===== src/rtl/mul_seq_ctrl.sv =====
// Iterative shift-add sequencer for the ALU `mul` op: stalls the CPU while it runs
// and presents the low WIDTH product bits. Optional macro: MUL_EARLY_EXIT_EN.
module mul_seq_ctrl #(
    parameter int unsigned WIDTH    = 32,
    parameter int unsigned CNT_W    = 6,
    parameter logic [3:0]  MUL_CODE = 4'b0101
) (
    input  logic             clk_i,
    input  logic             rst_i,
    input  logic             start_i,
    input  logic [3:0]       ALUCtrl_i,
    input  logic [WIDTH-1:0] src1_i,
    input  logic [WIDTH-1:0] src2_i,
    output logic             busy_o,
    output logic             stall_o,
    output logic             done_o,
    output logic [WIDTH-1:0] result_o
);

    localparam logic [1:0] S_IDLE = 2'd0;
    localparam logic [1:0] S_RUN  = 2'd1;
    localparam logic [1:0] S_DONE = 2'd2;

    logic [1:0]       state;
    logic [1:0]       state_nxt;
    logic [WIDTH-1:0] acc;
    logic [WIDTH-1:0] mcand;
    logic [WIDTH-1:0] mplier;
    logic [CNT_W-1:0] cnt;
    logic [WIDTH-1:0] acc_sum;
    logic             accept;
    logic             run_last;

    assign accept  = (state == S_IDLE) && start_i && (ALUCtrl_i == MUL_CODE);
    // Carry out of the add is intentionally dropped: only the low word is kept.
    assign acc_sum = mplier[0] ? (acc + mcand) : acc;

`ifdef MUL_EARLY_EXIT_EN
    assign run_last = (cnt == CNT_W'(WIDTH - 1)) || ((mplier >> 1) == '0);
`else
    assign run_last = (cnt == CNT_W'(WIDTH - 1));
`endif

    // State register; busy/done are registered decodes of the next state.
    always_ff @(posedge clk_i or negedge rst_i) begin
        if (!rst_i) begin
            state  <= S_IDLE;
            busy_o <= 1'b0;
            done_o <= 1'b0;
        end else begin
            state  <= state_nxt;
            busy_o <= (state_nxt == S_RUN);
            done_o <= (state_nxt == S_DONE);
        end
    end

    // Next-state and combinational stall.
    always_comb begin
        state_nxt = state;
        stall_o   = 1'b0;
        case (state)
            S_IDLE: begin
                if (accept) begin
                    stall_o   = 1'b1;
                    state_nxt = S_RUN;
                end
            end
            S_RUN: begin
                stall_o = 1'b1;
                if (run_last) begin
                    state_nxt = S_DONE;
                end
            end
            S_DONE: begin
                state_nxt = S_IDLE;
            end
            default: begin
                state_nxt = S_IDLE;
            end
        endcase
    end

    // Shift-add datapath; operands are captured only at accept.
    always_ff @(posedge clk_i or negedge rst_i) begin
        if (!rst_i) begin
            acc      <= '0;
            mcand    <= '0;
            mplier   <= '0;
            cnt      <= '0;
            result_o <= '0;
        end else if (accept) begin
            acc    <= '0;
            mcand  <= src1_i;
            mplier <= src2_i;
            cnt    <= '0;
        end else if (state == S_RUN) begin
            acc    <= acc_sum;
            mcand  <= mcand << 1;
            mplier <= mplier >> 1;
            cnt    <= cnt + CNT_W'(1);
            if (run_last) begin
                result_o <= acc_sum;
            end
        end
    end

endmodule


===== config.mk =====
export PLATFORM = sky130hd
export DESIGN_NAME = mul_seq_ctrl
export DESIGN_NICKNAME = d
export VERILOG_FILES = /design/src/rtl/mul_seq_ctrl.sv
export SDC_FILE = /design/constraint.sdc
export NUM_CORES = 1
export LEC_CHECK = 0
export BUFFER_PORTS_ARGS = -buffer_cell sky130_fd_sc_hd__buf_2
export CAP_MARGIN = 20
export CORE_MARGIN = 5
export CORE_UTILIZATION = 41
export DETAILED_ROUTE_END_ITERATION = 8
export PLACE_DENSITY_LB_ADDON = 0.12
export REMOVE_ABC_BUFFERS = 1
export SKIP_LAST_GASP = 1
export SYNTH_ARGS = -nofsm -noshare
export SYNTH_HDL_FRONTEND = slang
export SYNTH_SLANG_ARGS = --single-unit

===== constraint.sdc =====
create_clock -name clk_i -period 4.08 [get_ports clk_i]
set_input_delay 0.612 -clock clk_i [delete_from_list [all_inputs] [get_ports clk_i]]
set_output_delay 0.612 -clock clk_i [all_outputs]
set_load 0.01 [all_outputs]

==> results.toml <==
[clocking]
htree_num_levels = 4
tritoncts = "done"
cts_root_buffer = "clkbuf_16"
post_cts_resized = 0
clkTransAtPathRegs_ns = 0.07
cts_buffer_depth = 2
holdBufCountCts = 0
postCtsSetupRepairBufs = 0
clk_latency_ns = 0.42
cts_buffers = 17
cts.sinks = 138

[global_routing]
grt_pass1_vias = 6150
grt_max_degree = 89
grt_pass1_wl_um = 31400
antenna_found_initial = 1
grtUsageTotal_pct = 18.8
overflow = 0

[detailed_routing]
wl_per_cell_um = 16.9
ant_nets = 0
vias = 6187
routed_via_density = 5.48
drc = 0
drtIter0Drc = 414
wirelength_um = 19100
dr.pass1.iters = 5

[setup_path]
critPathKind = "register to register"
critPathArrivalTime_ns = 3.43
startpoint_type = "register"
cp-end-kind = "register"
critPathMaxFanout = 4
crit_required_ns = 4.39

[power]
power.total_mw = 5.64
pwr-share-seq_pct = 34.7
power_frac_comb_pct = 36.0
power.leakage_nw = 4.27
intPower_mw = 3.48
power_frac_clock_pct = 29.3
p_sw_share_pct = 38.2
switchingPower_mw = 2.15
p_per_area_mw_per_mm2 = 645
peakVddDrop_mv = 0.373

[die]
dieArea_mm2 = 0.0209
die_height_um = 144
std_cell_rows = 49
fp.dieW_um = 144
design.portCount = 106
fp.coreArea_mm2 = 0.0179
start_util_pct = 41.4

[cells_and_area]
stdcell_count = 1129
layout_common_cells = "nand2_1 (201), dfrtp_1 (138), buf_2 (104)"
drive_above_1_share_pct = 19.7
fin_nets = 991
final_area_mm2 = 0.00874
area_growth_pct = 18.1
final_common_cell = "nand2_1"
fillers = 1696
antenna_cells = 0

[logic_synthesis]
synth_ff_type = "dfrtp_1"
yosysSeqAreaShare_pct = 46.6
yosys_register_bits = 138
synth_top_area_share_pct = 46.6
synthCells = 797
syn_area_mm2 = 0.00741
avgSynthCellArea_um2 = 9.29
synth_compound_area_share_pct = 22.4
synth_edf_count = 0
synth_fa_ha_area_share_pct = 5.68
ys.warnings.count = 0
synthTopCellsByArea = "dfrtp_1 (47%), nand2_1 (10%), a22oi_1 (6.1%)"
synth_top_family_by_area = "compound AO/OA/AOI/OAI gates"
yosys.cell_types.count = 71
synth-xor-area-share_pct = 3.55
muxShareOfSynthArea_pct = 1.69
yosys.area_share.simple_pct = 16.2
synthArstFlopShare_pct = 100
synth_largest_area_cell = "dfrtp_1"

[place]
dpl.cell_count = 1097
dp_hpwl_um = 12800
gp_congestion = 0.865
placed_cell_area_mm2 = 0.00812
io_buffers = 105

[sta]
clock_skew_ns = 0.0102
final-setup-viol-count = 0
tightest_slew_ns = 0.846
hold_viol = 0
relSlewSlack_pct = 43.4
fin_crit_ns = 3.12
drv_slew = 0
fin_crit_sh_pct = 76.4
max_freq_mhz = 321
rsz0062_at_grt = "false"

[outcome]
status = "completed"

[job]
drv_cap = 0

[worst_hold_path]
hold_class = "primary input to async pin"
==> worst paths after layout <==
| check | depth (start not counted) | startpoint | slack (ns) | to |
|---|---|---|---|---|
| min reg2reg | 2 | mplier[2] | 0.47 | mplier[2] |
| min in group clk_i | 3 | src1_i[31] | 0.39 | mcand[31] |
| max in group asynchronous | 2 | rst_i | 2.92 | result_o[31] |
| min | 1 | rst_i | 0.27 | done_o |
| max reg2reg | 11 | acc[0] | 0.96 | result_o[26] |
| max | 11 | acc[0] | 0.96 | result_o[26] |
==> cells by family after synthesis <==
| kind of cell | Yosys count |
|---|---|
| compound gates | 235 |
| xor+xnor | 30 |
| fa+ha+maj | 33 |
| buf+inv | 62 |
| flops | 138 |
| mux | 12 |
| simple gates | 287 |
==> metal layers <==
layer	track usage [%]	vias to the layer above	wire, µm
li1	-	3008	-
met4	5.69	2	253
met1	24.8	3021	8740
met2	30.8	138	9140
met3	4.50	18	921
met5	0	-	7
==> per-stage QoR <==
stage               setup WS, ns  hold WS (ns)  util (%)  TNS (ns)
finish                     0.962         0.270      48.8         0
global route               0.772         0.329      48.8         0
CTS                        0.948         0.301      48.8         0
detailed placement         0.954         0.463      45.4         0
global placement            1.01         0.458      45.4         0
floorplan                  -1.79         0.316         -   -118.16
==> cell usage after synthesis, drive strengths merged, types with 3 or more instances <==
cell and count:
and3 8, nor2 36, mux2i 8, a22oi 60, buf 11, a21o 13, o22ai 17, inv 13
o211ai 4, xor2 14, nand3 6, o31ai 3, nor3 8, o21ai 46, a21oi 40, o21bai 8
clkbuf 36, a31oi 3, or3 3, o21a 11, nand2b 3, ha 32, nand2 202, a211o 5
a22o 8, dfrtp 138, nor2b 3, mux2 4, nand4 9, xnor2 16
==> layout make-up <==
| cell class | instances | area [µm²] | share of cell area (%) |
|---|---|---|---|
| Inverter | 15 | 61.3 | 0.701 |
| Clock inverter | 15 | 200 | 2.29 |
| Clock buffer | 17 | 425 | 4.86 |
| Timing Repair Buffer | 118 | 629 | 7.20 |
| Sequential cell | 138 | 3450 | 39.5 |
| Multi-Input combinational cell | 597 | 3690 | 42.2 |
| Tap cell | 229 | 287 | 3.28 |
==> state kept, by name, summed over array words and instances, names as in the netlist <==
signal	count
acc	32
busy_o	1
cnt	6
done_o	1
mcand	32
mplier	32
result_o	32
state	2
==> power by group through the flow <==
stage                     Combinational [mW]  Clock [mW]  Sequential [mW]
after floorplan                         1.58           0             1.91
after global placement                  1.98           0             1.96
after detailed placement                2.03           0             1.97
after CTS                               2.04        1.68             1.95
after global routing                    2.31        1.74             2.00
final                                   2.03        1.65             1.95
==> critical path, stage by stage (launching register included) <==
cell and delay, ns:
dfrtp_1 0.40, ha_1 0.24, fa_1 0.43, a211o_1 0.33, a21oi_4 0.17, o221ai_2 0.17, o31ai_4 0.32, o41ai_4 0.13
a31oi_2 0.28, xnor2_1 0.18, o21ai_1 0.09, mux2_2 0.27
Note: power is estimated with default switching activity, not from simulation.
